$ cat config.mk
export PLATFORM = sky130hd
export DESIGN_NAME = sync_fifo_v2_flat
export DESIGN_NICKNAME = d
export VERILOG_FILES = /design/src/rtl/sync_fifo_v2_if.sv /design/src/rtl/sync_fifo_v2.sv /design/src/flat_wrapper.sv
export SDC_FILE = /design/constraint.sdc
export NUM_CORES = 1
export LEC_CHECK = 0
export ABC_AREA = 0
export BUFFER_PORTS_ARGS = -buffer_cell sky130_fd_sc_hd__buf_2
export CAP_MARGIN = 20
export CORE_UTILIZATION = 41
export CTS_CLUSTER_SIZE = 25
export DETAILED_ROUTE_END_ITERATION = 12
export PLACE_DENSITY = 0.58
export SYNTH_ARGS = -nofsm -noshare
export SYNTH_HDL_FRONTEND = slang
export SYNTH_SLANG_ARGS = --single-unit
export TNS_END_PERCENT = 1
$ cat constraint.sdc
create_clock -name clk -period 5.9 [get_ports clk]
set_input_delay 0.295 -clock clk [delete_from_list [all_inputs] [get_ports clk]]
set_output_delay 0.295 -clock clk [all_outputs]
set_load 0.005 [all_outputs]
$ cat src/rtl/sync_fifo_v2_if.sv
// ---------------------------------------------------------------------------
// sync_fifo_v2_if
// Bus bundle for sync_fifo_v2: write side, read side, occupancy/threshold
// status and the sticky error flags with their clear. The producer/consumer
// side uses the master modport, the FIFO itself uses the slave modport.
// ---------------------------------------------------------------------------
interface sync_fifo_v2_if #(
   parameter int WIDTH = 16,
   parameter int DEPTH = 8
);
   localparam int CW = $clog2(DEPTH + 1);

   // control
   logic             flush;
   logic             clr_err;

   // write side
   logic             w_en;
   logic [WIDTH-1:0] data_in;
   logic             full;
   logic             almost_full;

   // read side
   logic             r_en;
   logic [WIDTH-1:0] data_out;
   logic             rd_valid;
   logic             empty;
   logic             almost_empty;

   // status
   logic [CW-1:0]    count;
   logic             overflow;
   logic             underflow;

   modport master (
      output flush,
      output clr_err,
      output w_en,
      output data_in,
      output r_en,
      input  full,
      input  almost_full,
      input  data_out,
      input  rd_valid,
      input  empty,
      input  almost_empty,
      input  count,
      input  overflow,
      input  underflow
   );

   modport slave (
      input  flush,
      input  clr_err,
      input  w_en,
      input  data_in,
      input  r_en,
      output full,
      output almost_full,
      output data_out,
      output rd_valid,
      output empty,
      output almost_empty,
      output count,
      output overflow,
      output underflow
   );
endinterface

$ cat src/rtl/sync_fifo_v2.sv
// ---------------------------------------------------------------------------
// sync_fifo_v2
// Single-clock FIFO using all DEPTH entries (any DEPTH >= 2), with a
// registered occupancy count, programmable almost-full/almost-empty levels,
// selectable registered or first-word-fall-through read, synchronous flush
// and sticky overflow/underflow flags.
// Per-cycle priority: rst > flush > read/write.
// ---------------------------------------------------------------------------
module sync_fifo_v2 #(
   parameter int WIDTH    = 16,
   parameter int DEPTH    = 8,
   parameter int FWFT     = 0,
   parameter int AF_LEVEL = DEPTH - 1,
   parameter int AE_LEVEL = 1
) (
   input  logic          clk,
   input  logic          rst,
   sync_fifo_v2_if.slave bus
);
   localparam int CW = $clog2(DEPTH + 1);
   localparam int PW = (DEPTH > 1) ? $clog2(DEPTH) : 1;

   localparam logic [PW-1:0] PTR_LAST = PW'(DEPTH - 1);
   localparam logic [CW-1:0] CNT_FULL = CW'(DEPTH);
   localparam logic [CW-1:0] AF_LVL   = CW'(AF_LEVEL);
   localparam logic [CW-1:0] AE_LVL   = CW'(AE_LEVEL);

   // Pointer increment with explicit wrap so non-power-of-2 depths use
   // exactly DEPTH slots.
   function automatic logic [PW-1:0] ptr_inc(input logic [PW-1:0] p);
      logic [PW-1:0] n;
      if (p == PTR_LAST) begin
         n = {PW{1'b0}};
      end else begin
         n = p + PW'(1'b1);
      end
      return n;
   endfunction

   // Status flags derived from an occupancy value: {full, af, empty, ae}.
   // Shared by the next-state path and reset so both agree by construction.
   function automatic logic [3:0] flags_of(input logic [CW-1:0] c);
      logic [3:0] f;
      f[3] = (c == CNT_FULL);
      f[2] = (c >= AF_LVL);
      f[1] = (c == {CW{1'b0}});
      f[0] = (c <= AE_LVL);
      return f;
   endfunction

   // storage (not reset)
   logic [WIDTH-1:0] mem_q [DEPTH];

   // state
   logic [PW-1:0] w_ptr_q,        w_ptr_d;
   logic [PW-1:0] r_ptr_q,        r_ptr_d;
   logic [CW-1:0] count_q,        count_d;
   logic          full_q,         full_d;
   logic          almost_full_q,  almost_full_d;
   logic          empty_q,        empty_d;
   logic          almost_empty_q, almost_empty_d;
   logic          overflow_q,     overflow_d;
   logic          underflow_q,    underflow_d;

   // decoded per-cycle events
   logic wr_acc_s;
   logic rd_acc_s;
   logic ovf_evt_s;
   logic unf_evt_s;

   // Accept decisions: flush masks both requests; full/empty gate them, so a
   // full FIFO never writes through and an empty FIFO never bypasses.
   always_comb begin
      wr_acc_s  = 1'b0;
      rd_acc_s  = 1'b0;
      ovf_evt_s = 1'b0;
      unf_evt_s = 1'b0;
      if (bus.flush) begin
         wr_acc_s  = 1'b0;
         rd_acc_s  = 1'b0;
         ovf_evt_s = 1'b0;
         unf_evt_s = 1'b0;
      end else begin
         wr_acc_s  = bus.w_en & ~full_q;
         rd_acc_s  = bus.r_en & ~empty_q;
         ovf_evt_s = bus.w_en &  full_q;
         unf_evt_s = bus.r_en &  empty_q;
      end
   end

   // Next pointers, occupancy and the flags registered from next occupancy.
   always_comb begin
      w_ptr_d = w_ptr_q;
      r_ptr_d = r_ptr_q;
      count_d = count_q;
      if (bus.flush) begin
         w_ptr_d = {PW{1'b0}};
         r_ptr_d = {PW{1'b0}};
         count_d = {CW{1'b0}};
      end else begin
         if (wr_acc_s) begin
            w_ptr_d = ptr_inc(w_ptr_q);
         end else begin
            w_ptr_d = w_ptr_q;
         end
         if (rd_acc_s) begin
            r_ptr_d = ptr_inc(r_ptr_q);
         end else begin
            r_ptr_d = r_ptr_q;
         end
         case ({wr_acc_s, rd_acc_s})
            2'b10:   count_d = count_q + CW'(1'b1);
            2'b01:   count_d = count_q - CW'(1'b1);
            default: count_d = count_q;
         endcase
      end
      {full_d, almost_full_d, empty_d, almost_empty_d} = flags_of(count_d);
   end

   // Sticky error flags: a new event wins over a coincident clear.
   always_comb begin
      overflow_d  = overflow_q;
      underflow_d = underflow_q;
      if (ovf_evt_s) begin
         overflow_d = 1'b1;
      end else if (bus.clr_err) begin
         overflow_d = 1'b0;
      end else begin
         overflow_d = overflow_q;
      end
      if (unf_evt_s) begin
         underflow_d = 1'b1;
      end else if (bus.clr_err) begin
         underflow_d = 1'b0;
      end else begin
         underflow_d = underflow_q;
      end
   end

   // Control/status registers with synchronous reset.
   always_ff @(posedge clk) begin
      if (rst) begin
         w_ptr_q        <= {PW{1'b0}};
         r_ptr_q        <= {PW{1'b0}};
         count_q        <= {CW{1'b0}};
         {full_q, almost_full_q, empty_q, almost_empty_q} <= flags_of({CW{1'b0}});
         overflow_q     <= 1'b0;
         underflow_q    <= 1'b0;
      end else begin
         w_ptr_q        <= w_ptr_d;
         r_ptr_q        <= r_ptr_d;
         count_q        <= count_d;
         full_q         <= full_d;
         almost_full_q  <= almost_full_d;
         empty_q        <= empty_d;
         almost_empty_q <= almost_empty_d;
         overflow_q     <= overflow_d;
         underflow_q    <= underflow_d;
      end
   end

   // Storage write; contents are deliberately left unreset.
   always_ff @(posedge clk) begin
      if (!rst && wr_acc_s) begin
         mem_q[w_ptr_q] <= bus.data_in;
      end
   end

   generate
      if (FWFT == 0) begin : g_reg_read
         logic [WIDTH-1:0] data_q, data_d;
         logic             rd_valid_q, rd_valid_d;

         // Registered read: load the head word on an accepted pop, else hold.
         always_comb begin
            data_d     = data_q;
            rd_valid_d = 1'b0;
            if (rd_acc_s) begin
               data_d     = mem_q[r_ptr_q];
               rd_valid_d = 1'b1;
            end else begin
               data_d     = data_q;
               rd_valid_d = 1'b0;
            end
         end

         // Read data/valid registers.
         always_ff @(posedge clk) begin
            if (rst) begin
               data_q     <= {WIDTH{1'b0}};
               rd_valid_q <= 1'b0;
            end else begin
               data_q     <= data_d;
               rd_valid_q <= rd_valid_d;
            end
         end

         assign bus.data_out = data_q;
         assign bus.rd_valid = rd_valid_q;
      end else begin : g_fwft_read
         // Head word presented directly; forced to zero while empty so the
         // output never carries stale or unreset storage.
         assign bus.data_out = empty_q ? {WIDTH{1'b0}} : mem_q[r_ptr_q];
         assign bus.rd_valid = ~empty_q;
      end
   endgenerate

   assign bus.full         = full_q;
   assign bus.almost_full  = almost_full_q;
   assign bus.empty        = empty_q;
   assign bus.almost_empty = almost_empty_q;
   assign bus.count        = count_q;
   assign bus.overflow     = overflow_q;
   assign bus.underflow    = underflow_q;

endmodule

$ cat src/flat_wrapper.sv
// flat-port wrapper written by rule: the top's interface ports become plain ports
module sync_fifo_v2_flat 
#(
   parameter int WIDTH    = 16,
   parameter int DEPTH    = 8,
   parameter int FWFT     = 0,
   parameter int AF_LEVEL = DEPTH - 1,
   parameter int AE_LEVEL = 1
)
  (clk, rst, bus_flush, bus_clr_err, bus_w_en, bus_data_in, bus_r_en, bus_full, bus_almost_full, bus_data_out, bus_rd_valid, bus_empty, bus_almost_empty, bus_count, bus_overflow, bus_underflow);
  sync_fifo_v2_if #(.WIDTH(WIDTH), .DEPTH(DEPTH)) bus_i ();
  input  logic clk;
  input  logic rst;
  input wire logic [$bits(bus_i.flush)-1:0] bus_flush;
  input wire logic [$bits(bus_i.clr_err)-1:0] bus_clr_err;
  input wire logic [$bits(bus_i.w_en)-1:0] bus_w_en;
  input wire logic [$bits(bus_i.data_in)-1:0] bus_data_in;
  input wire logic [$bits(bus_i.r_en)-1:0] bus_r_en;
  output wire logic [$bits(bus_i.full)-1:0] bus_full;
  output wire logic [$bits(bus_i.almost_full)-1:0] bus_almost_full;
  output wire logic [$bits(bus_i.data_out)-1:0] bus_data_out;
  output wire logic [$bits(bus_i.rd_valid)-1:0] bus_rd_valid;
  output wire logic [$bits(bus_i.empty)-1:0] bus_empty;
  output wire logic [$bits(bus_i.almost_empty)-1:0] bus_almost_empty;
  output wire logic [$bits(bus_i.count)-1:0] bus_count;
  output wire logic [$bits(bus_i.overflow)-1:0] bus_overflow;
  output wire logic [$bits(bus_i.underflow)-1:0] bus_underflow;
  assign bus_i.flush = bus_flush;
  assign bus_i.clr_err = bus_clr_err;
  assign bus_i.w_en = bus_w_en;
  assign bus_i.data_in = bus_data_in;
  assign bus_i.r_en = bus_r_en;
  assign bus_full = bus_i.full;
  assign bus_almost_full = bus_i.almost_full;
  assign bus_data_out = bus_i.data_out;
  assign bus_rd_valid = bus_i.rd_valid;
  assign bus_empty = bus_i.empty;
  assign bus_almost_empty = bus_i.almost_empty;
  assign bus_count = bus_i.count;
  assign bus_overflow = bus_i.overflow;
  assign bus_underflow = bus_i.underflow;
  sync_fifo_v2 #(.WIDTH(WIDTH), .DEPTH(DEPTH), .FWFT(FWFT), .AF_LEVEL(AF_LEVEL), .AE_LEVEL(AE_LEVEL)) u_core (.clk(clk), .rst(rst), .bus(bus_i));
endmodule
==> results of run 1 <==
[registers in the layout, summed over array words and instances (netlist names)]
name	count
u_core.mem_q	128
u_core.bus.data_out	16
u_core.bus.count	4
u_core.r_ptr_q	3
u_core.w_ptr_q	3
u_core.bus.almost_empty	1
u_core.bus.almost_full	1
u_core.bus.empty	1
u_core.bus.full	1
u_core.bus.overflow	1
u_core.bus.rd_valid	1
u_core.bus.underflow	1
[synth_stat cells (2+ instances only)]
master / instances
edfxtp_1: 128
nor2_1: 40
dfxtp_1: 33
mux4_2: 32
mux2i_1: 21
a211oi_1: 19
clkbuf_1: 11
buf_2: 8
nand2_1: 7
nor3_1: 7
ha_1: 6
inv_1: 6
nand2b_1: 5
a21oi_1: 4
a31oi_1: 4
a32oi_1: 2
and2b_2: 2
nor2b_1: 2
nor3b_1: 2
o2111ai_1: 2
o21ai_0: 2
xor2_1: 2
[power by group]
part | internal (uW) | switching, uW | total (uW) | leakage [uW]
registers | 1230 | 5.44 | 1240 | 0.00142
logic | 28.2 | 43.4 | 71.6 | 0.000784
clock network | 581 | 433 | 1010 | 0.000267
total | 1840 | 481 | 2320 | 0.00247
[metal layers]
layer  GRT usage (%)  up-vias
met1            21.0     1714
met5               0        -
met2            28.1       96
met4            5.53        0
li1                -     1565
met3            4.63        9
[metrics by stage]
step / worst slack [ps] / area [sq um] / power, uW / std cells
detailed placement: 2930 / 6790 / 1330 / 588
global route: 2860 / 7340 / 2390 / 620
global placement: 2990 / 6790 / 1330 / 588
finish: 3030 / 7340 / 2320 / 620
floorplan: 3340 / 6310 / 1300 / 365
CTS: 3030 / 7340 / 2350 / 620
[layout make-up]
class                           instances  area [sq um]
Fill cell                            1255          7420
Sequential cell                       161          4510
Multi-Input combinational cell        177          1710
Clock buffer                           19           433
Timing Repair Buffer                   59           323
Tap cell                              184           230
Clock inverter                         13           111
Inverter                                7          26.3
[logic make-up (layout without fill, tap and decap cells)]
| family | after synthesis | after routing |
|---|---|---|
| fa+ha+maj | 6 | 6 |
| xor+xnor | 3 | 3 |
| simple gates | 75 | 75 |
| compound gates | 40 | 40 |
| flops | 161 | 161 |
| buf+inv | 27 | 98 |
| mux | 53 | 53 |
[final timing paths]
kind	from	to	slack, ps	cells after the start
setup reg to reg	u_core.bus.empty$_SDFF_PP1_	u_core.bus.almost_full$_SDFF_PP0_	3030	10
hold reg to reg	u_core.bus.overflow$_SDFFE_PP0P_	u_core.bus.overflow$_SDFFE_PP0P_	500	2
hold / removal	bus_data_in[5]	u_core.mem_q[7][5]$_DFFE_PP_	150	1
setup / recovery	u_core.bus.empty$_SDFF_PP1_	u_core.bus.almost_full$_SDFF_PP0_	3030	10
[critical path, cell delays in order, from the launching register on]
cell     delay, ps
dfxtp_1        340
or3b_4         420
inv_2          510
nand2_1        190
xnor2_1        190
ha_1           160
a21oi_1         50
or3_4          360
and3_4         200
mux2i_1        130
o31ai_1        240
==> impl_metrics.ini, run 1 <==
[synthesis]
synthMuxAreaShare_pct = 14.7
synth_area_leaders = edfxtp_1 61%, mux4_2 11%, dfxtp_1 10%
synth_top_cell_by_area = edfxtp_1
synthFlopType = edfxtp_1
syn_nets = 393
synth_top_family_by_area = multiplexers
seq_area_frac_synth_pct = 71.4
synth_edf_count = 128
avgSynthCellArea_sq_um = 17.3
ys_ff_latch = 161
yosys.area_share.simple_pct = 5.83
synth.cell_area_sq_um = 6310
yosys_warnings = 0
synth_fa_ha_area_share_pct = 1.19
synth_top_area_share_pct = 60.9
synth_compound_area_share_pct = 4.70
synthArstFlopShare_pct = 0
syn-instance-count = 365
synth_xor_xnor_area_share_pct = 0.416
synth_cell_types = 42

[final_layout]
most-common-layout-cells = 128 x edfxtp_1, 48 x buf_2, 40 x nor2_1
layout-drive-gt1-share_pct = 30.7
syn_to_final_growth_pct = 16.2
fin_util_pct = 49.7
layout_commonest_cell = edfxtp_1
final_nets = 451
antenna_cells = 0

[status]
outcome = complete, no violations

[global_routing]
grt_pass1_wl_mm = 19.4
first_global_vias = 3509
antenna_found_initial = 0
grt_remaining_overflow = 0
grt_max_degree = 38
track_usage_pct = 16.8

[timing]
finalCritPeriodShare_pct = 48.6
fin_crit_ps = 2870
fin_skew_ps = 4.77
setup_tns_ps = 0
rsz0062_at_grt = false
drv_slew = 0
timing.hold.ws_ps = 151
setup_viol = 0
worst_pin_slew_ps = 917
slew_headroom_pct = 38.5
hold_viol = 0
fmax_ghz = 0.349

[power]
peakVddDrop_uv = 192
p_leak_uw = 0.00247
power.density_nw_per_um2 = 317

[place]
dpl.hpwl_mm = 7.32
globalplace.congestion = 0.805
io_buffers = 48

[clock_network]
ctsRootBufferMaster = clkbuf_16
tritoncts = yes
htreeDepth = 4
cts_sinks = 161
postCtsSetupRepairBufs = 0
clockBufferDepth = 2
cts_resized = 0
clk_pin_slew_worst_paths_ps = 60
clock_latency_ps = 410
cts_buffers = 17
ctsHoldBuffers = 0

[floorplan]
io_pins = 49
die_w_um = 126
coreArea_sq_um = 14800
dieHeight_um = 126
dieArea_sq_um = 15900
initial_utilization_pct = 42.8
rows = 44

[routing]
drt_wl_total_mm = 12.3
route.met2.wl_mm = 6.09
routedWlPerCell_um = 19.9
top_layer_used = met4
wl_met3_um = 573
wl_met1_mm = 5.54
drc_errors = 0
postRouteAntennaNets = 0
viasPerCell = 5.46
routed-via-count = 3384
first_pass_iters = 5
drt_iter0_drc = 333

[worst_setup_path]
cp-end-kind = register
crit_type = reg2reg
path_max_fanout = 37
arrival_ps = 3190
cp_data_required_time_ps = 6230
cp-start-kind = register

[flow_run]
max_cap_viol_count = 0

[hold_path]
holdCritPathClass = in2reg
Note: power is estimated with default switching activity, not from simulation.
==> inputs of run 2 (changes only) <==
--- a/config.mk
+++ b/config.mk
@@ -11,7 +11,7 @@
 export CORE_UTILIZATION = 41
 export CTS_CLUSTER_SIZE = 25
 export DETAILED_ROUTE_END_ITERATION = 12
-export PLACE_DENSITY = 0.58
+export PLACE_DENSITY = 0.6
 export SYNTH_ARGS = -nofsm -noshare
 export SYNTH_HDL_FRONTEND = slang
 export SYNTH_SLANG_ARGS = --single-unit
==> constraint.sdc (replaced) <==
create_clock -name clk -period 2.6 [get_ports clk]
set_input_delay 0.13 -clock clk [delete_from_list [all_inputs] [get_ports clk]]
set_output_delay 0.13 -clock clk [all_outputs]
set_load 0.005 [all_outputs]
==> run 2 against run 1 <==
Against the previous run:
- cell count is 4.8% higher
- final area is 4.5% higher
- flip-flop and latch count unchanged
- clock skew rose by 2.3 ps
- largest cell class unchanged
- non-clock buffer count grew 30
- largest power group unchanged
- via count up 3.0%
- core utilization up 2.2 points
- global-route usage about the same
- sequential share of layout area down 2.6 points
==> impl_metrics.ini, run 2 (same netlist as run 1, synthesis figures left out) <==
[global_routing]
first_global_vias = 3434
grt_remaining_overflow = 0
antenna_found_initial = 0
grt_max_degree = 35
grt_pass1_wl_mm = 19.4
track_usage_pct = 16.7

[timing]
fin_crit_ps = 2290
slew_headroom_pct = 61.4
setup_tns_ps = 0
rsz0062_at_grt = false
setup_viol = 0
worst_pin_slew_ps = 580
timing.hold.ws_ps = 25.9
drv_slew = 0
finalCritPeriodShare_pct = 88.1
fin_skew_ps = 7.06
fmax_ghz = 0.436
hold_viol = 0

[place]
placed_cell_area_sq_um = 6900
globalplace.congestion = 0.771
dpl.cell_count = 601
io_buffers = 48
dpl.hpwl_mm = 7.46

[clock_network]
ctsRootBufferMaster = clkbuf_16
cts_buffers = 17
clockBufferDepth = 2
clk_pin_slew_worst_paths_ps = 60
tritoncts = yes
cts_sinks = 161
cts_resized = 0
htreeDepth = 4
clock_latency_ps = 420

[status]
outcome = complete, no violations

[floorplan]
io_pins = 49
initial_utilization_pct = 42.8
rows = 44
dieArea_sq_um = 15900
dieHeight_um = 126
die_w_um = 126
coreArea_sq_um = 14800

[final_layout]
final_nets = 481
largest_reg_flops = 128
final_cells = 650
seq_area_sq_um = 4510
most-common-layout-cells = 128 x edfxtp_1, 48 x buf_2, 40 x nor2_1
fill_cells = 1221
multiInputGateArea_sq_um = 1710
syn_to_final_growth_pct = 21.4
layout_commonest_cell = edfxtp_1
finalInstanceArea_sq_um = 7660
antenna_cells = 0
layout-drive-gt1-share_pct = 31.5
largest-register = u_core.mem_q

[hold_path]
holdCritPathClass = in2reg

[worst_setup_path]
crit_type = in2reg
cp-end-kind = register
cp-start-kind = input pin
reg2reg_slack_ps = 320
path_max_fanout = 5
arrival_ps = 2620
cp_data_required_time_ps = 2930

[routing]
drt_iter0_drc = 177
routedWlPerCell_um = 18.9
drt_wl_total_mm = 12.3
first_pass_iters = 6
routed-via-count = 3486
drc_errors = 0
postRouteAntennaNets = 0
viasPerCell = 5.36

[power]
p_leak_uw = 0.00264
power.density_nw_per_um2 = 717
peakVddDrop_uv = 445

[flow_run]
max_cap_viol_count = 0
==> run 2: cell types whose count changed in the layout (fill, tap and decap cells not counted), sizes merged <==
cell         delta
clkinvlp        -1
buf            +13
clkbuf          -1
clkinv          +2
bufinv          +2
dlygate4sd3    +17
inv             -2
==> run 2: final cells by class <==
class	instances	area share, %
inverter	7	0.343
sequential	161	58.8
multi-input combinational	177	22.3
timing repair buffer	89	7.87
clock buffer	18	5.60
clock inverter	14	2.14
tap	184	3.00
==> run 2: path summary, 6_finish.rpt <==
kind	startpoint	endpoint	depth (start not counted)
worst min-delay path	bus_clr_err	u_core.bus.underflow$_SDFFE_PP0P_	4
worst max-delay path	bus_r_en	u_core.bus.almost_full$_SDFF_PP0_	12
worst min register to register	u_core.bus.underflow$_SDFFE_PP0P_	u_core.bus.underflow$_SDFFE_PP0P_	2
worst max register to register	u_core.bus.empty$_SDFF_PP1_	u_core.bus.almost_full$_SDFF_PP0_	10
==> run 2: metal layers <==
layer	track usage [%]	vias to the layer above	part of all wire, %
met3	3.53	21	5.4
met1	22.9	1738	46
li1	-	1612	-
met2	26.1	115	47
met4	7.02	0	1.7
met5	0	-	0
==> run 2: power breakdown <==
part	total, uW	internal, uW	leakage, uW	switching (uW)
logic	186	85.5	0.000928	100
registers	2810	2800	0.00142	13.5
clock network	2500	1510	0.000290	993
total	5500	4390	0.00264	1110
==> run 2: per-stage QoR <==
stage               power, uW  worst slack [ps]  util [%]
finish                   5500               308      52.0
global route             5660               135      52.0
CTS                      5550               317      52.0
detailed placement       3030               344      46.8
global placement         3030               381      46.8
floorplan                2950              58.2         -
==> run 2: worst max-delay path, stage by stage <==
cell,delay [ps]
dlygate4sd3_1,520
buf_2,110
or3b_4,410
inv_2,90
nand2_1,70
xnor2_1,150
ha_1,160
a21oi_1,40
or3_4,350
and3_4,200
mux2i_1,130
o31ai_1,250
==> run 2: what timing repair did <==
action | 4_1_cts | 5_1_grt
hold buffers | 17 | 0
hold endpoints to repair | 129 | 0
setup buffers | 0 | 0
==> inputs of run 3 (changes only) <==
--- a/config.mk
+++ b/config.mk
@@ -5,7 +5,7 @@
 export SDC_FILE = /design/constraint.sdc
 export NUM_CORES = 1
 export LEC_CHECK = 0
-export ABC_AREA = 0
+export ABC_AREA = 1
 export BUFFER_PORTS_ARGS = -buffer_cell sky130_fd_sc_hd__buf_2
 export CAP_MARGIN = 20
 export CORE_UTILIZATION = 41
==> run 3 against run 2 <==
Against the previous run:
- total power up 2.9%
- worst setup slack better by 350 ps
- final area down 1.0%
- critical path depth down 1
- clock power up 3%
- combinational power up 41%
- sequential power about the same
- sequential share of layout area up 0.59 points
==> impl_metrics.ini, run 3 <==
[status]
outcome = complete, no violations

[place]
io_buffers = 48
globalplace.congestion = 0.735
pre_cts_ws_ps = 674
dpl.hpwl_mm = 8.19

[final_layout]
antenna_cells = 0
most-common-layout-cells = 128 x edfxtp_1, 80 x nor2_1, 67 x o21ai_0
fill_cells = 1317
layout-drive-gt1-share_pct = 19.4
largest-register = u_core.mem_q
largest_reg_flops = 128
final_nets = 612
syn_to_final_growth_pct = 19.8
layout_commonest_cell = edfxtp_1

[power]
p_leak_uw = 0.00274
pwr-share-comb_pct = 4.6
power.density_nw_per_um2 = 745
p_int_uw = 4520
swShare_pct = 20.2
peakVddDrop_uv = 457
clkPwrFrac_pct = 45.3
p_seq_share_pct = 50.0
p_sw_uw = 1140

[synthesis]
synth.most_common_cell = edfxtp_1
synth.cell_area_sq_um = 6330
yosys_warnings = 0
synth_area_leaders = edfxtp_1 61%, dfxtp_1 10%, o21ai_0 5.3%
avgSynthCellArea_sq_um = 12.4
syn_nets = 538
yosys-top-cells-count = 128 x edfxtp_1, 80 x nor2_1, 67 x o21ai_0, 34 x nand2_1, 33 x dfxtp_1
synth_cell_types = 29
ys_ff_latch = 161
synthFlopType = edfxtp_1
seq_area_frac_synth_pct = 71.1
syn-instance-count = 510
synthArstFlopShare_pct = 0
synth_edf_count = 128
synth_top_cell_by_area = edfxtp_1
synth_top_area_share_pct = 60.7

[clock_network]
ctsRootBufferMaster = clkbuf_16
cts_resized = 0
cts_sinks = 161
tritoncts = yes
clock_latency_ps = 420
clockBufferDepth = 2
clk_pin_slew_worst_paths_ps = 60
cts_buffers = 17
htreeDepth = 4

[global_routing]
grt_max_degree = 68
grt_remaining_overflow = 0
grt_pass1_wl_mm = 22.3
first_global_vias = 4195
track_usage_pct = 18.8
antenna_found_initial = 0

[hold_path]
min-delay-start = bus_data_in[0]
worstHoldPathCells = 1
holdCritPathClass = in2reg
hold_path_end = u_core.mem_q[3][0]$_DFFE_PP_

[worst_setup_path]
reg2reg_slack_ps = 660
crit_type = reg2reg
path_max_fanout = 4
cp_data_required_time_ps = 2940
cp-start-kind = register
cp-end-kind = register
r2r-end = u_core.bus.empty$_SDFF_PP1_
arrival_ps = 2290
r2r_start = u_core.bus.full$_SDFF_PP0_
rr_worst_depth = 11

[routing]
routed-via-count = 4147
drt_iter0_drc = 356
viasPerCell = 5.28
first_pass_iters = 5
postRouteAntennaNets = 0
routedWlPerCell_um = 18.0
drt_wl_total_mm = 14.1
drc_errors = 0

[timing]
fmax_ghz = 0.515
setup_viol = 0
fin_crit_ps = 1940
fin_skew_ps = 10.3
slew_headroom_pct = 29.2
finalCritPeriodShare_pct = 74.7
setup_slack_ps = 657
worst_pin_slew_ps = 1060
drv_slew = 0
hold_viol = 0
setup_tns_ps = 0
rsz0062_at_grt = false

[floorplan]
io_pins = 49
rows = 45
dieArea_sq_um = 15900
dieHeight_um = 126
die_w_um = 126
coreArea_sq_um = 15100
initial_utilization_pct = 41.8

[flow_run]
max_cap_viol_count = 0
## run 3: cell count changes after synthesis, sizes merged, moves of 16 or more
| cell | before | now |
|---|---|---|
| nor2 | 40 | 85 |
| inv | 7 | 24 |
| a21oi | 5 | 29 |
| o211ai | 1 | 17 |
| o221ai | 0 | 16 |
| nand2 | 7 | 40 |
| o22ai | 0 | 16 |
| a211oi | 20 | 4 |
| mux4 | 32 | 0 |
| o21ai | 2 | 69 |
| mux2i | 21 | 0 |
## run 3: worst max-delay path by stage
| stage | endpoint | startpoint | cells past startpoint | slack (ps) |
|---|---|---|---|---|
| after floorplan | u_core.mem_q[2][0]$_DFFE_PP_ | u_core.bus.full$_SDFF_PP0_ | 5 | 290 |
| after global placement | u_core.bus.empty$_SDFF_PP1_ | u_core.bus.full$_SDFF_PP0_ | 11 | 730 |
| after detailed placement | u_core.bus.empty$_SDFF_PP1_ | u_core.bus.full$_SDFF_PP0_ | 11 | 670 |
| after CTS | u_core.bus.empty$_SDFF_PP1_ | u_core.bus.full$_SDFF_PP0_ | 11 | 650 |
| after global routing | u_core.bus.empty$_SDFF_PP1_ | u_core.bus.full$_SDFF_PP0_ | 11 | 450 |
| final | u_core.bus.empty$_SDFF_PP1_ | u_core.bus.full$_SDFF_PP0_ | 11 | 660 |
## run 3: routing by layer
metal / wire length, um / track usage (%) / vias to the layer above
li1: - / - / 2024
met1: 6240 / 23.5 / 2022
met2: 7070 / 31.9 / 95
met3: 689 / 4.01 / 6
met4: 95 / 7.44 / 0
met5: 0 / 0 / -
## run 3: critical path, stage by stage, from the launching register on
cell and delay, ps:
dfxtp_1 350, inv_1 80, nand2_1 90, nand4_1 160, nand2_1 160, inv_1 60, ha_1 260, o21ai_0 330
nand2_1 90, inv_1 90, a21oi_1 60, a21oi_1 150
## run 3: final cells by class
type / instances / area (sq um) / share of cell area (%)
Tap cell: 188 / 235 / 3.10
Sequential cell: 161 / 4510 / 59.4
Timing Repair Buffer: 84 / 553 / 7.29
Clock inverter: 10 / 160 / 2.11
Clock buffer: 22 / 444 / 5.85
Inverter: 24 / 92.6 / 1.22
Multi-Input combinational cell: 296 / 1600 / 21.1
## run 3: timing repair
item,4_1_cts,5_1_grt
setup buffers,0,0
endpoints found under the hold margin,117,0
hold buffers,17,0
## run 3: per-stage QoR
step	utilization (%)	instances	total power, uW	instance area [sq um]	hold slack [ps]
floorplan	-	510	3020	6330	229
global placement	45.0	736	3120	6810	399
detailed placement	45.0	736	3130	6810	403
CTS	50.1	785	5710	7590	1.36
global route	50.1	785	5830	7590	23.5
finish	50.1	785	5660	7590	18.1
## run 3: cell families after synthesis
group	share of synthesized area [%]
DFF	71.1
AOI/OAI and AO/OA	14.0
and+or+nand+nor	9.72
buffers and inverters	3.81
adders and majority gates	1.19
xor gates and xnor gates	0.138
## run 3: power groups by stage
stage	Combinational [uW]	Sequential [uW]	Clock (uW)
5_1_grt	295	2830	2700
2_1_floorplan	141	2880	0
3_5_place_dp	245	2880	0
4_1_cts	266	2830	2620
6_report	262	2830	2570
3_3_place_gp	239	2880	0
